File: config.mk
export PLATFORM = sky130hd
export DESIGN_NAME = encoder_flat
export DESIGN_NICKNAME = d
export VERILOG_FILES = /design/src/rtl/encoder_if.sv /design/src/rtl/encoder.sv /design/src/flat_wrapper.sv
export SDC_FILE = /design/constraint.sdc
export NUM_CORES = 1
export LEC_CHECK = 0
export ABC_AREA = 0
export CORE_MARGIN = 2
export CORE_UTILIZATION = 39
export DETAILED_ROUTE_END_ITERATION = 10
export PLACE_DENSITY_LB_ADDON = 0.1
export SETUP_SLACK_MARGIN = 0.02
export SYNTH_ARGS = -nofsm -noshare
export SYNTH_HDL_FRONTEND = slang
export SYNTH_SLANG_ARGS = --single-unit
File: constraint.sdc
create_clock -name clk -period 1.5 [get_ports clk]
set_clock_uncertainty 0.05 [all_clocks]
set_input_delay 0.3 -clock clk [delete_from_list [all_inputs] [get_ports clk]]
set_output_delay 0.3 -clock clk [all_outputs]
set_load 0.01 [all_outputs]
File: src/rtl/encoder_if.sv
// Sample/result bundle for the registered half-adder encoder.
// The master drives the operands and enable; the slave returns the encoded result.
interface encoder_if #(
  parameter int CNT_W = 8
) ();
  logic             en;
  logic             a;
  logic             b;
  logic             S;
  logic             Cout;
  logic             out_valid;
  logic [CNT_W-1:0] carry_cnt;

  modport master (
    output en, a, b,
    input  S, Cout, out_valid, carry_cnt
  );

  modport slave (
    input  en, a, b,
    output S, Cout, out_valid, carry_cnt
  );
endinterface

File: src/rtl/encoder.sv
// Registered 2-input one's-count encoder: {Cout,S} = a + b with one cycle of latency.
// It also keeps a saturating count of accepted samples that produced a carry.
module encoder #(
  parameter int CNT_W = 8
) (
  input  logic      clk,
  input  logic      rst_n,
  encoder_if.slave  bus
);

  logic             r_sum;
  logic             r_carry;
  logic             r_outValid;
  logic [CNT_W-1:0] r_carryCnt;

  logic             w_sum;
  logic             w_carry;
  logic             w_cntSat;

  assign w_sum    = bus.a ^ bus.b;
  assign w_carry  = bus.a & bus.b;
  assign w_cntSat = &r_carryCnt;

  // S/Cout hold through idle cycles; only out_valid drops when en is low.
  always_ff @(posedge clk) begin
    if (!rst_n) begin
      r_sum      <= 1'b0;
      r_carry    <= 1'b0;
      r_outValid <= 1'b0;
      r_carryCnt <= '0;
    end else begin
      r_outValid <= bus.en;
      if (bus.en) begin
        r_sum   <= w_sum;
        r_carry <= w_carry;
        if (w_carry && !w_cntSat) begin
          r_carryCnt <= r_carryCnt + CNT_W'(1);
        end
      end
    end
  end

  assign bus.S         = r_sum;
  assign bus.Cout      = r_carry;
  assign bus.out_valid = r_outValid;
  assign bus.carry_cnt = r_carryCnt;

endmodule

File: src/flat_wrapper.sv
// flat-port wrapper written by rule: the top's interface ports become plain ports
module encoder_flat 
#(
  parameter int CNT_W = 8
)
  (clk, rst_n, bus_en, bus_a, bus_b, bus_S, bus_Cout, bus_out_valid, bus_carry_cnt);
  encoder_if #(.CNT_W(CNT_W)) bus_i ();
  input  logic clk;
  input  logic rst_n;
  input wire logic [$bits(bus_i.en)-1:0] bus_en;
  input wire logic [$bits(bus_i.a)-1:0] bus_a;
  input wire logic [$bits(bus_i.b)-1:0] bus_b;
  output wire logic [$bits(bus_i.S)-1:0] bus_S;
  output wire logic [$bits(bus_i.Cout)-1:0] bus_Cout;
  output wire logic [$bits(bus_i.out_valid)-1:0] bus_out_valid;
  output wire logic [$bits(bus_i.carry_cnt)-1:0] bus_carry_cnt;
  assign bus_i.en = bus_en;
  assign bus_i.a = bus_a;
  assign bus_i.b = bus_b;
  assign bus_S = bus_i.S;
  assign bus_Cout = bus_i.Cout;
  assign bus_out_valid = bus_i.out_valid;
  assign bus_carry_cnt = bus_i.carry_cnt;
  encoder #(.CNT_W(CNT_W)) u_core (.clk(clk), .rst_n(rst_n), .bus(bus_i));
endmodule
==> metrics.log <==
INFO  metric max_capacitance_violation_count = 0
INFO  metric initial_utilization = 40.8%
INFO  metric timing.final.crit_share = 93.0%
INFO  metric timing.max_slew.rel_slack = 77.9%
INFO  metric ys_seq_area_share = 42.0%
INFO  metric synth-seq-cells = 11
INFO  metric worst_setup_path_end_kind = register
INFO  metric port_buffers = 15
INFO  metric cp.arrival = 1.55 ns
INFO  metric worst_r2r_path_depth = 5
INFO  metric worst_skew_pair.late_latency = 0.27 ns
INFO  metric post_synth_xor_area_fraction = 3.34%
INFO  metric detail_route.iter0.violations = 1
INFO  metric fp.dieArea = 1650 µm²
INFO  metric timing.critical_path.fanout_max = 3
INFO  metric grt_setup_unrepaired = true
INFO  metric grt_pass1_vias = 426
INFO  metric routed_wire_length_per_instance = 11.8 µm
INFO  metric synth_largest_type_area_fraction = 42.0%
INFO  metric finalSetupViolations = 0
INFO  metric grt_start_max_net_pins = 8
INFO  metric drt_pre_antenna_iters = 4
INFO  metric final.setup.tns = 0 ns
INFO  metric seqCellArea = 229 µm²
INFO  metric layout_common_cells = 12 x sky130_fd_sc_hd__dlygate4sd2_1, 10 x sky130_fd_sc_hd__buf_4, 7 x sky130_fd_sc_hd__dfxtp_2, 6 x sky130_fd_sc_hd__nand3_1
INFO  metric synth.net_count = 62
INFO  metric globalplace.congestion = 0.727
INFO  metric finalCoreUtilization = 64.3%
INFO  metric grt_use_total = 17.1%
INFO  metric core_rows = 13
INFO  metric drt-total-wl = 1.17 mm
INFO  metric fp.coreArea = 1280 µm²
INFO  metric synth_top_family_by_area = simple AND/OR/NAND/NOR gates
INFO  metric num_vias = 484
INFO  metric layout.nets = 92
INFO  metric die_width = 40.7 µm
INFO  metric layout.filler_cells = 122
INFO  metric worst_setup_hold_path_clk_slew = 0.08 ns
INFO  metric timing.critical_path.from_type = register
INFO  metric cts_inserted_buffers = 3
INFO  metric final.setup.worst_slack = 0.105 ns
INFO  metric grt_first_pass_wirelength = 1.80 mm
INFO  metric hold_ws = 0.425 ns
INFO  metric synth_largest_area_cell = sky130_fd_sc_hd__dfxtp_1
INFO  metric synthesis.area = 524 µm²
INFO  metric timing.fmax = 717 MHz
INFO  metric synth-simple-area-share = 26.0%
INFO  metric drcViolationCount = 0
INFO  metric status = finished, final reports clean
INFO  metric layout-area-overhead-vs-synth = 57.5%
INFO  metric antenna_found_initial = 0
INFO  metric critPathRequiredTime = 1.65 ns
INFO  metric clock-root-buffer = sky130_fd_sc_hd__clkbuf_4
INFO  metric hold_viol_final = 0
INFO  metric die_height = 40.7 µm
INFO  metric multiInputGateArea = 328 µm²
INFO  metric timing.hold.worst_path_depth = 2
INFO  metric synthCells = 55
INFO  metric diodes = 0
INFO  metric ys.warnings.count = 0
INFO  metric antenna_violating_nets_post_route = 0
INFO  metric totalPowerFinal = 0.000576 W
INFO  metric post-route-min-period = 1.40 ns
INFO  metric worst-slew-pin-transition = 0.331 ns
INFO  metric yosys-mux-area-fraction = 5.73%
INFO  metric p_leak = 0.388 nW
INFO  metric hold_path_class = reg2reg
INFO  metric layout.cells.most_common = sky130_fd_sc_hd__dlygate4sd2_1
INFO  metric tritoncts = yes
INFO  metric cts_num_sinks = 11
INFO  metric synthTopCellsByArea = sky130_fd_sc_hd__dfxtp_1 42%, sky130_fd_sc_hd__nand3_1 6.7%, sky130_fd_sc_hd__mux2i_1 5.7%, sky130_fd_sc_hd__a2111oi_4 5.3%, sky130_fd_sc_hd__ha_1 4.8%
INFO  metric synth-compound-area-share = 16.7%
INFO  metric vdd.ir_drop.worst = 0.000406 V
INFO  metric post_synth_fa_ha_maj_area_fraction = 4.77%
INFO  metric cts-root-to-sink-buffers = 2
INFO  metric routed_via_density = 4.89
INFO  metric dp_worst_setup_slack = -0.366 ns
INFO  metric top_ports = 16
INFO  metric timing.setup.critical_path_class = reg2reg
INFO  metric synth.lib_cells_used.distinct = 24
INFO  metric final-max-slew-violation-count = 0
INFO  metric ctsHtreeMaxLevel = 1
INFO  metric power.density_cell_area = 697 nW/µm²
INFO  metric synth_area_per_cell = 9.53 µm²
INFO  metric postCtsHoldBufs = 0
INFO  metric dp_hpwl = 866 µm
INFO  metric final_layout_size_suffix_gt1_share = 34.5%
INFO  metric gr_overflow_total = 0
-- cells by family (layout without fill, tap and decap cells) --
kind of cell    after synthesis  count (layout)
flops                        11              11
compound gates                9               9
xor+xnor                      2               2
simple gates                 26              26
fa+ha+maj                     2               2
mux                           3               3
buf+inv                       2              31
-- flip-flops by register name, indices dropped and copies added (netlist names) --
| register | flops |
|---|---|
| u_core.bus.carry_cnt | 8 |
| u_core.bus.Cout | 1 |
| u_core.bus.S | 1 |
| u_core.bus.out_valid | 1 |
-- power by group --
group	internal, W	switching [W]
logic	0.0000353	0.0000282
registers	0.000298	0.00000261
clock network	0.0000987	0.000113
total	0.000432	0.000143
-- per-stage QoR --
stage | cells | cell area [µm²]
global placement | 94 | 764
finish | 99 | 826
detailed placement | 94 | 764
floorplan | 55 | 528
CTS | 99 | 816
global route | 99 | 826
-- routing by layer --
| metal | vias to the layer above | share of wire [%] | track usage [%] | routed length, µm |
|---|---|---|---|---|
| met5 | - | 0 | 0 | 0 |
| met4 | 0 | 0.51 | 10.0 | 6 |
| met3 | 2 | 3.6 | 3.26 | 42 |
| met2 | 7 | 45 | 25.8 | 531 |
| met1 | 215 | 50 | 22.4 | 588 |
| li1 | 260 | - | - | - |
-- cell type report --
type / instances / area share, %
tap: 15 / 2.27
clock buffer: 3 / 2.73
sequential: 11 / 27.7
inverter: 2 / 0.909
timing repair buffer: 25 / 26.1
multi-input combinational: 42 / 39.7
clock inverter: 1 / 0.606
-- final timing paths --
path	slack (ns)	from	endpoint
max reg2reg	0.10	u_core.bus.carry_cnt[0]	u_core.bus.carry_cnt[3]
max	0.10	u_core.bus.carry_cnt[0]	u_core.bus.carry_cnt[3]
min reg2reg	0.42	u_core.bus.Cout	u_core.bus.Cout
min	0.42	u_core.bus.Cout	u_core.bus.Cout
-- cells in the mapped netlist --
master / instances
sky130_fd_sc_hd__nor2_1: 5
sky130_fd_sc_hd__or4_1: 1
sky130_fd_sc_hd__dfxtp_1: 11
sky130_fd_sc_hd__o311ai_2: 1
sky130_fd_sc_hd__nand2b_1: 2
sky130_fd_sc_hd__nand2_2: 1
sky130_fd_sc_hd__nand3_1: 7
sky130_fd_sc_hd__nand2_1: 5
sky130_fd_sc_hd__and2_1: 1
sky130_fd_sc_hd__and3_1: 1
sky130_fd_sc_hd__xnor2_1: 1
sky130_fd_sc_hd__nor3_1: 1
sky130_fd_sc_hd__o31ai_1: 1
sky130_fd_sc_hd__a31oi_1: 1
sky130_fd_sc_hd__and3_4: 1
sky130_fd_sc_hd__nor4b_1: 1
sky130_fd_sc_hd__inv_1: 2
sky130_fd_sc_hd__xor2_1: 1
sky130_fd_sc_hd__a21oi_1: 2
sky130_fd_sc_hd__o21ai_0: 2
sky130_fd_sc_hd__ha_1: 2
sky130_fd_sc_hd__o21ba_1: 1
sky130_fd_sc_hd__a2111oi_4: 1
sky130_fd_sc_hd__mux2i_1: 3
-- critical path: stages, from the launching register on --
cell and delay (ns):
sky130_fd_sc_hd__dfxtp_2 0.33, sky130_fd_sc_hd__ha_2 0.21, sky130_fd_sc_hd__nand3_2 0.09, sky130_fd_sc_hd__nor2_1 0.06
sky130_fd_sc_hd__or4_1 0.46, sky130_fd_sc_hd__a21oi_1 0.13
-- repair_timing --
item / 4_1_cts / 5_1_grt
pin swaps: 4 / 1
endpoints found under the setup margin: 13 / 6
buffers inserted: 1 / 0
resized for setup: 22 / 3
hold endpoints to repair: 0 / 0
Power figures use the tool's default switching activity.
